===== src/rtl/y86_alu.sv =====
// -----------------------------------------------------------------------------
// y86_alu
//   Integer ALU for the Y86-64 execute stage. Implements the four OPq
//   operations (addq, subq, andq, xorq) and produces a result plus the
//   condition-code triple [ZF, SF, OF]. Result and flags are registered,
//   giving exactly one cycle of latency with one new operation per cycle.
//
// Ports:
//   clk      in   1      system clock, all state updates on the rising edge
//   rst      in   1      synchronous active-high reset (priority over en)
//   en       in   1      capture enable; registers result and flags this edge
//   a        in   WIDTH  first operand (execute drives valB here)
//   b        in   WIDTH  second operand (execute drives valA here)
//   op       in   2      00 add, 01 sub (a - b), 10 and, 11 xor
//   out      out  WIDTH  registered result
//   conCode  out  3      registered flags: [2]=ZF, [1]=SF, [0]=OF
// -----------------------------------------------------------------------------
module y86_alu #(
  parameter int WIDTH = 64
) (
  input  logic             clk,
  input  logic             rst,
  input  logic             en,
  input  logic [WIDTH-1:0] a,
  input  logic [WIDTH-1:0] b,
  input  logic [1:0]       op,
  output logic [WIDTH-1:0] out,
  output logic [2:0]       conCode
);

  typedef enum logic [1:0] {
    OP_ADD = 2'b00,
    OP_SUB = 2'b01,
    OP_AND = 2'b10,
    OP_XOR = 2'b11
  } alu_op_e;

  localparam int MSB = WIDTH - 1;

  alu_op_e          op_sel;
  logic [WIDTH-1:0] r;
  logic             zf;
  logic             sf;
  logic             of;

  assign op_sel = alu_op_e'(op);

  // Combinational datapath. Arithmetic wraps modulo 2^WIDTH; the carry out
  // is intentionally dropped because Y86 has no carry flag.
  always_comb begin
    // NOTE: every signal written here gets a default first, so no path through
    // the case can leave it unassigned and infer a latch.
    r  = '0;
    of = 1'b0;
    unique case (op_sel)
      OP_ADD: begin
        r  = a + b;
        // Signed overflow: operands agree in sign but the result does not.
        of = (a[MSB] == b[MSB]) && (r[MSB] != a[MSB]);
      end
      OP_SUB: begin
        // subq computes valB - valA, which is a - b on this port mapping.
        r  = a - b;
        // Signed overflow: operands differ in sign and the result's sign
        // differs from the minuend.
        of = (a[MSB] != b[MSB]) && (r[MSB] != a[MSB]);
      end
      OP_AND: r = a & b;
      OP_XOR: r = a ^ b;
      default: begin
        r  = '0;
        of = 1'b0;
      end
    endcase
  end

  assign zf = (r == '0);
  assign sf = r[MSB];

  // Result/flag register. Reset wins over en, so a capture requested on the
  // same edge as reset is discarded.
  always_ff @(posedge clk) begin
    // NOTE: state is updated with non-blocking assignments so every register
    // samples pre-edge values, independent of statement order.
    if (rst) begin
      out     <= '0;
      conCode <= 3'b000;
    end else if (en) begin
      out     <= r;
      conCode <= {zf, sf, of};
    end
  end

endmodule


===== config.mk =====
export PLATFORM = sky130hd
export DESIGN_NAME = y86_alu
export DESIGN_NICKNAME = d
export VERILOG_FILES = /design/src/rtl/y86_alu.sv
export SDC_FILE = /design/constraint.sdc
export NUM_CORES = 1
export LEC_CHECK = 0
export ABC_AREA = 1
export CORE_MARGIN = 3
export CORE_UTILIZATION = 30
export DETAILED_ROUTE_END_ITERATION = 10
export GPL_TIMING_DRIVEN = 0
export HOLD_SLACK_MARGIN = 0.08
export PLACE_DENSITY = 0.49
export SLEW_MARGIN = 20
export SYNTH_ARGS = -nofsm -noshare
export SYNTH_HDL_FRONTEND = slang
export SYNTH_SLANG_ARGS = --single-unit

===== constraint.sdc =====
create_clock -name clk -period 7.2 [get_ports clk]
set_input_delay 0.72 -clock clk [delete_from_list [all_inputs] [get_ports clk]]
set_output_delay 0.72 -clock clk [all_outputs]
set_load 0.1 [all_outputs]

; Word level (Yosys, flattened, before mapping)
; Cells that the tools add are included.
; Widths: inputs -> output; s select.
[totals]
register_bits = 67
out_inout_bits = 67
wordCells = 19
[classes]
n_addsub = 2
n_eq_ne = 7
muxes = 2
bitwise = 2
n_reduce_logical = 4
[op_table]
columns = operator, count
row1 = $pmux 64 s4, 1
row2 = $add 64x64->64, 1
row3 = $and 64x64->64, 1
row4 = $logic_not 64->1, 1
row5 = $sub 64x64->64, 1
row6 = $xor 64x64->64, 1
row7 = $eq 2x2->1 const B, 2
row8 = $ne 1x1->1, 3
row9 = $eq 2x1->1 const B, 1
row10 = $logic_and 1x1->1, 2
row11 = $logic_not 2->1, 1
row12 = $pmux 1 s2, 1
row13 = $eq 1x1->1, 1

; Longest topological paths before layout
[logic_depth]
word_depth = 4
ltp_mapped = 25
mapped_depth_nobuf = 24

; Worst setup path after synthesis
; Ideal clock, no wire load.
[synth_timing]
path_kind = input to register
start = input a[0]
end = register conCode[2]
setup_time_ns = 0.067
arrival_time_ns = 2.754
setup_slack_ns = 4.380
path_stages = 22
n_path_buf = 0
cell_sequence = inv_1 ha_1 fa_1 inv_1 nand3_1 nand2_1 nand2_1 nand2_1 nand2_1 nand3_1 nand2_1 nand2_1 nand2_1 nand3_1 nand2_1 nor2_1 nand2_1 nor2_1 nand2_1 nor2_1 nand2_1 a21oi_2
[synth_between]
elab_chain_cells = 3
[synth_lines]
columns = element, line_no
row1 = from (decl), 24  ; input logic [WIDTH-1:0] a,
row2 = "$sub 64x64->64, or another cell as far along", 63  ; r = a - b;
row3 = $pmux 64 s4 (*), 55  ; unique case (op_sel)
row4 = $logic_not 64->1 (*), 77  ; assign zf = (r == '0);
row5 = to (signal assigned), 90  ; conCode <= {zf, sf, of};
row6 = to (decl), 28  ; output logic [2:0] conCode
; Every way passes the cells marked *; elsewhere a longest branch is shown, timed or not.
; A chain may end at the register's enable or synchronous reset.

; Worst setup path in the final report
[layout_timing]
start = input b[0]
end = register conCode[2]
[layout_between]
elab_chain_cells = 3
[layout_lines]
columns = element, line_no
row1 = from (decl), 25  ; input logic [WIDTH-1:0] b,
row2 = "$sub 64x64->64, or another cell as far along", 63
row3 = $pmux 64 s4 (*), 55
row4 = $logic_not 64->1 (*), 77
; Marks and branches as above.

==> metrics.txt <==
status=completed; Crit Path Category=input port to flop; worst r2r src=out[33]; P_leak=11.53 nW; Post-synth EDFFs=0; #FFs+latches synth=66; die area=0.05834 mm2; H-tree Lvls=3; share of cells above drive strength 1=4.193%; Hold Fails Final Rpt=0; Yosys top cell area share=27.58%; Post-Syn Nets=3673; hold buffers post-CTS=0; Hold Path Origin=out[52]; Core ar.=0.05435 mm2; top cells by count, synth=nand2_1, inv_1, nor2_1, nand3_1, a21oi_1; Max VDD drop=0.1222 mV; Initial Utilization=30.62%; FMAX=220.4 MHz; reg2reg setup slack=6.49 ns; RePlAce Congestion=1.011; Synth Warn #=0; clk_skew=0 ns; hold path depth=2; Root Driver=clkbuf_16; Layout area overhead=19.50%; vias in the first global route=20496; cell-internal power=1.192 mW; Residual DRC=0; R2R Path End=out[33]; Vias=21793; drt pass-1 iters=8; ys flop type=dfxtp_1; Worst-Skew Late Latency=0.34 ns; mean number of vias per cell=4.994; Worst-path clk slew=0.06 ns; Final Max Tran Viols=0; most common cell in the netlist=nand2_1; hold endpoint=out[52]; Filler cells=6527; crit share post-route=63.01%; largest net degree at the start of global routing=13; ant diodes=0; chip height=241.5 um; CTS max path bufs=2; DR WL/cell=20.49 um; final setup fails=0; row count=85; first-pass GRT wire length=129200 um; post-synth design cell area=0.01664 mm2; sw power=1.474 mW; HP Class=flop to flop; top cells by area, synth=nand2_1, inv_1, ha_1; port bufs=199; antenna violations before repair=0; Slew headroom=21.81%; min Tclk post-route=4.536 ns; GRT Total Usage=29.37%; setup repair after global routing missed its margin=false; depth of the worst register-to-register path=2; Post-Synthesis Cells=3410; WP data arrival=4.82 ns; Routed WL=89410 um; Final nets=3883; Placed Cells=4348; clock sink total=66; Unique masters post-synth=41; ys async rst share=0%; clock tree from TritonCTS=built; critical path endpoint category=flop; CP Data Required Time=7.48 ns; power share of the sequential group=15.6%; DIE WIDTH=241.5 um; Post-Layout Cell Count=4364; switching part of the total=55.28%; sequential element share of the synthesized area=7.939%; top-level I/O count=200; CP Launch Type=input port; max_cap viols=0; worst-path maximum fanout=5; number of DRC markers in iteration 0=2045; DP HPWL=78010 um; cts bufs inserted=9; Worst-Margin Slew=1.173 ns; remaining global-route overflow=0; top cell type by total area after synthesis=nand2_1; Power Density=134.1 mW/mm2; average cell area after synthesis=4.880 um2; post-route ant nets=0; Comb power frac=66.2%; Post-CTS Setup Inserts=0; Clk network pwr share=18.2%; Final TNS setup=0 ns; Post-CTS Resized=0
-- cell type report --
class | instances | area, um2 | share of cell area (%)
multi-input cells | 2455 | 11790 | 59.26
inverters | 783 | 2939 | 14.78
repair buffers | 199 | 1992 | 10.02
flip-flops and latches | 66 | 1321 | 6.644
well taps | 739 | 924.6 | 4.649
plain buffers | 106 | 596.8 | 3.001
clock buffers | 10 | 239.0 | 1.202
clock inverters | 6 | 90.09 | 0.4530
-- worst max path at each step --
stage / end / cells past startpoint / slack (ns) / startpoint
2_1_floorplan: conCode[2] / 22 / 4.38 / a[0]
3_3_place_gp: conCode[2] / 23 / 2.46 / b[0]
3_5_place_dp: conCode[2] / 23 / 2.47 / b[0]
4_1_cts: conCode[2] / 23 / 2.82 / b[0]
5_1_grt: conCode[2] / 23 / 2.52 / a[0]
6_report: conCode[2] / 21 / 2.66 / b[0]
-- logic make-up (layout without fill, tap and decap cells) --
group	after synthesis	count (layout)	share of synthesized area (%)
xor+xnor	6	6	0.3158
fa+ha+maj	130	130	9.864
flops	66	66	7.939
buf+inv	889	1104	21.25
simple gates	1951	1951	48.15
compound gates	368	368	12.49
-- power by group through the flow --
| stage | logic [mW] | clock network (mW) | registers [mW] |
|---|---|---|---|
| 3_5_place_dp | 1.72 | 0 | 0.423 |
| 6_report | 1.77 | 0.485 | 0.415 |
| 3_3_place_gp | 1.72 | 0 | 0.423 |
| 5_1_grt | 1.90 | 0.504 | 0.419 |
| 4_1_cts | 1.73 | 0.492 | 0.416 |
| 2_1_floorplan | 0.885 | 0 | 0.640 |
-- cell usage in the layout, fill, tap and decap left out, types with 6 or more instances in the layout --
cell type,netlist,routed
a221oi_1,13,13
a21oi_1,153,153
nand2_2,19,19
buf_2,40,40
buf_6,9,9
xor2_1,6,6
buf_1,8,8
nand3_1,242,242
nand2_1,1223,1223
o21ai_0,108,108
nor3_1,18,18
nor2_2,24,24
nor2_1,348,348
clkbuf_1,26,26
dfxtp_1,66,66
buf_4,21,21
ha_1,128,128
nand3_2,7,7
inv_1,778,778
o21bai_1,8,8
nand3b_1,9,9
o211ai_1,27,27
o22ai_1,43,43
clkbuf_16,0,9
nand4_1,49,49
clkdlybuf4s50_1,0,199
-- registers in the layout, summed over array words and instances, names as in the netlist --
name / count
conCode: 3
out: 63
-- worst max-delay path: stages --
cell and delay (ns):
clkdlybuf4s50_1 0.52, ha_1 0.25, inv_1 0.10, fa_1 0.39, inv_1 0.28, nand2_1 0.09, nand3_1 0.38, nand2_1 0.12
nand2_2 0.21, nand2_1 0.10, nand2_1 0.15, nand2_1 0.15, nand4_1 0.12, a21oi_1 0.07, nor2_1 0.50, nand2_1 0.12
nor2_1 0.15, nand2_1 0.10, nor2_1 0.09, nand2_1 0.10, a21oi_2 0.11
-- per-layer routing --
| layer | global-route usage (%) | routed length (um) | up-vias |
|---|---|---|---|
| li1 | - | - | 10738 |
| met1 | 39.82 | 39850 | 9983 |
| met2 | 47.88 | 38940 | 905 |
| met3 | 3.523 | 6875 | 167 |
| met4 | 10.51 | 3739 | 0 |
| met5 | 0 | 0 | - |
-- per-stage QoR --
stage | hold slack, ns | util [%] | cell area (um2) | worst slack [ns] | total power [mW]
final | 0.4846 | 36.59 | 19890 | 2.664 | 2.666
after global routing | 0.5101 | 36.59 | 19890 | 2.517 | 2.826
after CTS | 0.4876 | 36.59 | 19890 | 2.821 | 2.636
after detailed placement | 0.4717 | 35.99 | 19560 | 2.467 | 2.146
after global placement | 0.4638 | 35.99 | 19560 | 2.461 | 2.147
after floorplan | 0.7824 | - | 16640 | 4.380 | 1.525
Note: power is estimated with default switching activity, not from simulation.
